**config.mk**
```make
export PLATFORM = sky130hd
export DESIGN_NAME = dma_controller
export DESIGN_NICKNAME = d
export VERILOG_FILES = /design/src/rtl/dma_controller_pkg.sv /design/src/rtl/dma_controller_addr_counter.sv /design/src/rtl/dma_controller.sv
export SDC_FILE = /design/constraint.sdc
export NUM_CORES = 1
export LEC_CHECK = 0
export ABC_AREA = 1
export CORE_MARGIN = 5
export CORE_UTILIZATION = 24
export DETAILED_ROUTE_END_ITERATION = 8
export SYNTH_ARGS = -nofsm -noshare
export SYNTH_HDL_FRONTEND = slang
export SYNTH_SLANG_ARGS = --single-unit
```
**constraint.sdc**
```tcl
create_clock -name Clk -period 2.5 [get_ports Clk]
set_input_delay 0.5 -clock Clk [delete_from_list [all_inputs] [get_ports Clk]]
set_output_delay 0.5 -clock Clk [all_outputs]
set_load 0.005 [all_outputs]
```
**src/rtl/dma_controller_pkg.sv**
```systemverilog
// ---------------------------------------------------------------------------
// dma_controller_pkg
// Shared definitions for the DMA engine: bus/word widths, block-count width,
// FSM state encoding and a helper that turns a word count into a block count.
//
// Build option: DMA_CYCLE_STEAL_EN adds the RELEASE state used to hand the bus
// back to the CPU for one cycle between blocks.
// ---------------------------------------------------------------------------
package dma_controller_pkg;

    localparam int WORD_SIZE       = 16;
    localparam int FETCH_SIZE      = 64;
    localparam int WORDS_PER_BLOCK = FETCH_SIZE / WORD_SIZE;
    localparam int BLK_SHIFT       = $clog2(WORDS_PER_BLOCK);
    // 14-bit block counter: a length of 0xFFFD..0xFFFF rounds up to 2^14
    // blocks, which wraps to 0. The last-block test compares k+1 against
    // the block count in the same width, so that case still moves 2^14 blocks.
    localparam int BLOCK_CNT_W     = WORD_SIZE - BLK_SHIFT;

    typedef enum logic [2:0] {
        ST_IDLE    = 3'd0,
        ST_REQ     = 3'd1,
        ST_FETCH   = 3'd2,
        ST_WRITE   = 3'd3,
`ifdef DMA_CYCLE_STEAL_EN
        ST_RELEASE = 3'd4,
`endif
        ST_DONE    = 3'd5
    } dma_state_e;

    // ceil(len / WORDS_PER_BLOCK) truncated to the block-counter width.
    function automatic logic [BLOCK_CNT_W-1:0] blocks_for_length(
        input logic [WORD_SIZE-1:0] len
    );
        return len[WORD_SIZE-1:BLK_SHIFT] + BLOCK_CNT_W'(|len[BLK_SHIFT-1:0]);
    endfunction

endpackage

```
**src/rtl/dma_controller_addr_counter.sv**
```systemverilog
// ---------------------------------------------------------------------------
// dma_addr_counter
// Holds the transfer base address, the block count and the number of blocks
// already written (k). Produces the current block address base + 4*k
// (wrapping modulo 2^WORD_SIZE) and a flag that the current block is the last.
//
// Ports:
//   clk, srst   - clock, synchronous active-high reset
//   load        - latch base_in / blocks_in and clear k
//   base_in     - destination word address of the transfer
//   blocks_in   - number of blocks in the transfer
//   advance     - one block written, k <= k + 1
//   addr        - base + WORDS_PER_BLOCK * k
//   last        - k is the final block of the transfer
// ---------------------------------------------------------------------------
module dma_addr_counter
    import dma_controller_pkg::*;
(
    input  logic                   clk,
    input  logic                   srst,
    input  logic                   load,
    input  logic [WORD_SIZE-1:0]   base_in,
    input  logic [BLOCK_CNT_W-1:0] blocks_in,
    input  logic                   advance,
    output logic [WORD_SIZE-1:0]   addr,
    output logic                   last
);

    logic [WORD_SIZE-1:0]   base_reg;
    logic [BLOCK_CNT_W-1:0] blocks_reg;
    logic [BLOCK_CNT_W-1:0] k_reg;
    logic [BLOCK_CNT_W-1:0] k_next;

    assign k_next = k_reg + BLOCK_CNT_W'(1);

    always_ff @(posedge clk) begin
        if (srst) begin
            base_reg   <= '0;
            blocks_reg <= '0;
            k_reg      <= '0;
        end else if (load) begin
            base_reg   <= base_in;
            blocks_reg <= blocks_in;
            k_reg      <= '0;
        end else if (advance) begin
            k_reg      <= k_next;
        end
    end

    // k*4 never exceeds the word width, so the sum simply wraps at 2^16.
    assign addr = base_reg + {k_reg, {BLK_SHIFT{1'b0}}};
    assign last = (k_next == blocks_reg);

endmodule

```
**src/rtl/dma_controller.sv**
```systemverilog
// ---------------------------------------------------------------------------
// dma_controller
// Bus-master DMA engine. Accepts a (destination address, word count) command
// from the CPU, requests the shared memory bus (BR/BG), pulls 64-bit blocks
// from a device, writes each block to memory and pulses dma_end when done.
//
// Ports:
//   Clk, Reset            - clock, synchronous active-high reset
//   cmd_valid/cmd_ready   - command handshake (ready only while idle)
//   cmd_addr, cmd_length  - destination word address, length in words
//   BR / BG               - bus request out / bus grant in
//   dev_valid/dev_ready   - device block handshake, dev_data = block
//   d_writeM, d_address,
//   d_data                - memory write request, block address, block data
//   mem_ack               - memory write complete
//   dma_end               - one-cycle end-of-transfer pulse
//   busy                  - engine not idle
//
// Build option: DMA_CYCLE_STEAL_EN - drop BR for one cycle (RELEASE) after
// every block that is not the last; without it BR is held from REQ to DONE.
// ---------------------------------------------------------------------------
module dma_controller
    import dma_controller_pkg::*;
(
    input  logic                  Clk,
    input  logic                  Reset,
    input  logic                  cmd_valid,
    output logic                  cmd_ready,
    input  logic [WORD_SIZE-1:0]  cmd_addr,
    input  logic [WORD_SIZE-1:0]  cmd_length,
    output logic                  BR,
    input  logic                  BG,
    input  logic                  dev_valid,
    output logic                  dev_ready,
    input  logic [FETCH_SIZE-1:0] dev_data,
    output logic                  d_writeM,
    output logic [WORD_SIZE-1:0]  d_address,
    output logic [FETCH_SIZE-1:0] d_data,
    input  logic                  mem_ack,
    output logic                  dma_end,
    output logic                  busy
);

    dma_state_e state_reg;
    dma_state_e state_next;

    logic                  accept;
    logic                  capture;
    logic                  write_done;
    logic                  last_block;
    logic [WORD_SIZE-1:0]  block_addr;
    logic [WORD_SIZE-1:0]  d_address_reg;
    logic [FETCH_SIZE-1:0] d_data_reg;

    assign accept     = cmd_valid && (state_reg == ST_IDLE);
    assign capture    = dev_valid && (state_reg == ST_FETCH);
    assign write_done = mem_ack   && (state_reg == ST_WRITE);

    dma_addr_counter u_addr_counter (
        .clk       (Clk),
        .srst      (Reset),
        .load      (accept),
        .base_in   (cmd_addr),
        .blocks_in (blocks_for_length(cmd_length)),
        .advance   (write_done),
        .addr      (block_addr),
        .last      (last_block)
    );

    // State register
    always_ff @(posedge Clk) begin
        if (Reset) begin
            state_reg <= ST_IDLE;
        end else begin
            state_reg <= state_next;
        end
    end

    // Next-state logic
    always_comb begin
        state_next = state_reg;
        case (state_reg)
            ST_IDLE: begin
                if (cmd_valid) begin
                    state_next = (cmd_length == '0) ? ST_DONE : ST_REQ;
                end
            end
            ST_REQ: begin
                if (BG) begin
                    state_next = ST_FETCH;
                end
            end
            ST_FETCH: begin
                // A block offered in the same cycle the grant drops is still
                // taken: the handshake has already completed on the device side.
                if (dev_valid) begin
                    state_next = ST_WRITE;
                end else if (!BG) begin
                    state_next = ST_REQ;
                end
            end
            ST_WRITE: begin
                // The write in flight always finishes; BG only matters afterwards.
                if (mem_ack) begin
                    if (last_block) begin
                        state_next = ST_DONE;
                    end else begin
`ifdef DMA_CYCLE_STEAL_EN
                        state_next = ST_RELEASE;
`else
                        state_next = BG ? ST_FETCH : ST_REQ;
`endif
                    end
                end
            end
`ifdef DMA_CYCLE_STEAL_EN
            ST_RELEASE: begin
                state_next = ST_REQ;
            end
`endif
            ST_DONE: begin
                state_next = ST_IDLE;
            end
            default: begin
                state_next = ST_IDLE;
            end
        endcase
    end

    // Outputs decoded from state
    always_comb begin
        cmd_ready = (state_reg == ST_IDLE);
        busy      = (state_reg != ST_IDLE);
        BR        = (state_reg == ST_REQ) || (state_reg == ST_FETCH) ||
                    (state_reg == ST_WRITE);
        dev_ready = (state_reg == ST_FETCH);
        d_writeM  = (state_reg == ST_WRITE);
        dma_end   = (state_reg == ST_DONE);
    end

    // Write address/data are captured with the device block and stay stable
    // for the whole WRITE state.
    always_ff @(posedge Clk) begin
        if (Reset) begin
            d_address_reg <= '0;
            d_data_reg    <= '0;
        end else if (capture) begin
            d_address_reg <= block_addr;
            d_data_reg    <= dev_data;
        end
    end

    assign d_address = d_address_reg;
    assign d_data    = d_data_reg;

endmodule

```
==> reports/metrics.cfg, run 1 <==
[run_status]
status = finished, final reports clean

[power]
pwr_density_cell_nw_per_um2 = 714
p_leak_nw = 3.84
max-vdd-ir-drop_v = 0.000353

[detailed_routing]
wl_per_cell_um = 14.0
vias_per_cell = 4.37
wl_met2_mm = 8.25
wl_met1_mm = 8.58
via_count = 5890
ant_nets = 0
drtPass1Iterations = 7
routed_wl_mm = 18.9
wl_met3_mm = 1.91
highest_layer = met4
first_iter_violations = 276
drc = 0

[critical_path]
cp.arrival_ns = 2.53
slowest_delay_ns = 0.45
cp_max_fo = 4
crit_required_ns = 2.78
start_kind = input port
path_cells = clkdlybuf4s50_1 > or2_2 > ha_1 > ha_1 > nand3_1 > nor3_1 > nand2_1 > nor3b_1 > buf_4 > nand4_1 > xor2_1 > o22ai_1
crit_path_top_delay_cell = clkdlybuf4s50_1
critPathKind = in -> reg
cp_common_cell = ha_1
endpoint_kind = flop

[synth]
yosysMostFrequentCell = nor2_1
async_flop_share = 0
synth_area_leaders = dfxtp_1 43%, nor2_1 10%, o21ai_0 7.9%
synth-main-ff-cell = dfxtp_1
yosysTopAreaCell = dfxtp_1
syn-mean-instance-area_um2 = 7.24
synthCells = 824
synth_cell_types = 47
netlist_area_um2 = 5960
synth-seq-cells = 127
synth_edf_count = 0
synthTopCellsByCount = 164 x nor2_1, 127 x dfxtp_1, 124 x nand2_1
seq_area_frac_synth = 0.426
synth_top_area_frac = 0.426
syn_nets = 943
yosys_warnings = 0

[grt]
grt_pass1_vias = 5956
grt_overflow = 0
grt_max_degree = 95
antenna_found_initial = 0
grt_pass1_wl_mm = 30.4
track_usage = 0.133

[cts]
postCtsSetupBuffers = 0
clk_pin_slew_ns = 0.06
cts_buffer_depth = 2
htree_levels = 4
numClockSinks = 127
clock_latency_ns = 0.43
cts-root-buf = clkbuf_16
cts_tree = done
ctsHoldBuffers = 0
numCtsBuffers = 17

[floorplanning]
die_y_um = 168
core-area_um2 = 24400
core.rowCount = 57
die-width_um = 168
ios = 188
start_util = 0.244
dieArea_um2 = 28100

[placement]
hpwlAfterDp_mm = 13.5
portBuffers = 187
gp_congestion = 0.839

[final_layout]
diodes = 0
final_nets = 1131
drive_gt1_frac = 0.0751
areaGrowthSynthToFinish_pct = 49.0
num-fill-cells = 2555
largest_register_ffs = 64

[sta]
finalSetupTns_ns = 0
grt_setup_unrepaired = false
maxSlewHeadroom = 0.747
layout_min_cycle_time_ns = 2.25
finalHoldViolCount = 0
fin_crit_sh = 0.899
worst_slew_pin_slew_ns = 0.375
fin_skew_ns = 0.0216
setup_viol = 0
hold_ws_ns = 0.448
fmax_ghz = 0.445
slew_violations = 0

[job]
maxCapViolCount = 0

[min_path]
hold_path.class = reg -> reg

-- cell usage in the layout (no fill, tap or decap), types with 16 or more instances in the layout --
cell | synthesis | layout
clkdlybuf4s50_1 | 0 | 187
nor2_1 | 164 | 163
dfxtp_1 | 127 | 127
nand2_1 | 124 | 124
o21ai_0 | 94 | 94
inv_1 | 73 | 71
nand3_1 | 69 | 69
a21oi_1 | 21 | 21
clkbuf_16 | 0 | 17
ha_1 | 16 | 16
-- worst max-delay path: cells and delay by family --
kind,cells,cell delay [ns]
AOI/OAI and AO/OA,1,0.08
buffers and inverters,2,0.61
and+or+nand+nor,6,0.86
adders and majority gates,2,0.33
xor gates and xnor gates,1,0.15
-- stage by stage --
step,power [mW],std cells,setup WS [ns],instance area (µm²),utilization
finish,6.35,1349,0.253,8880,0.364
global route,6.72,1349,0.0701,8880,0.364
global placement,3.90,1317,-0.104,8290,0.340
detailed placement,3.90,1317,-0.155,8290,0.340
CTS,6.46,1349,0.282,8880,0.364
floorplan,3.09,824,0.393,5960,-
-- per-layer routing --
metal,vias up,GRT usage
met1,2609,0.161
met3,10,0.0608
met2,180,0.213
met4,0,0.0434
met5,-,0
li1,3091,-
-- final cells by class --
cell class                 count  area (µm²)  area share
timing repair buffer         205        2060       0.232
clock inverter                14         148      0.0166
clock buffer                  18         439      0.0494
tap                          324         405      0.0456
inverter                      77         290      0.0327
sequential                   127        2540       0.286
multi-input combinational    584        3000       0.338
-- where the power goes --
group	switching [mW]	internal (mW)	total (mW)	leakage [nW]
Clock	1.07	1.43	2.50	0.280
Combinational	0.693	0.735	1.43	2.53
Sequential	0.147	2.27	2.42	1.03
-- repair_timing --
item | 4_1_cts | 5_1_grt
resized for setup | 0 | 1
hold endpoints to repair | 0 | 0
setup endpoints to repair | 0 | 1
-- final timing paths --
kind	startpoint	to	slack, ns	cells after the start
setup / recovery	cmd_length[1]	u_addr_counter.blocks_reg[12]	0.25	12
hold / removal	u_addr_counter.base_reg[1]	u_addr_counter.base_reg[1]	0.45	2
setup reg to reg	u_addr_counter.k_reg[0]	state_reg[1]	0.28	15
hold reg to reg	u_addr_counter.base_reg[1]	u_addr_counter.base_reg[1]	0.45	2
-- cell families after synthesis --
group / share of synthesized area
buffers and inverters: 0.0726
flip-flops: 0.426
AO/OA/AOI/OAI: 0.149
adder cells (fa/ha/maj): 0.0369
XOR/XNOR: 0.0334
AND/OR/NAND/NOR: 0.282
Note: power is estimated with default switching activity, not from simulation.
==> run 2, diff against run 1 <==
- CTS_CLUSTER_SIZE: not set -> 28
==> results of run 2 <==
The final DEF is identical to that of run 1; final timing and power are the same.
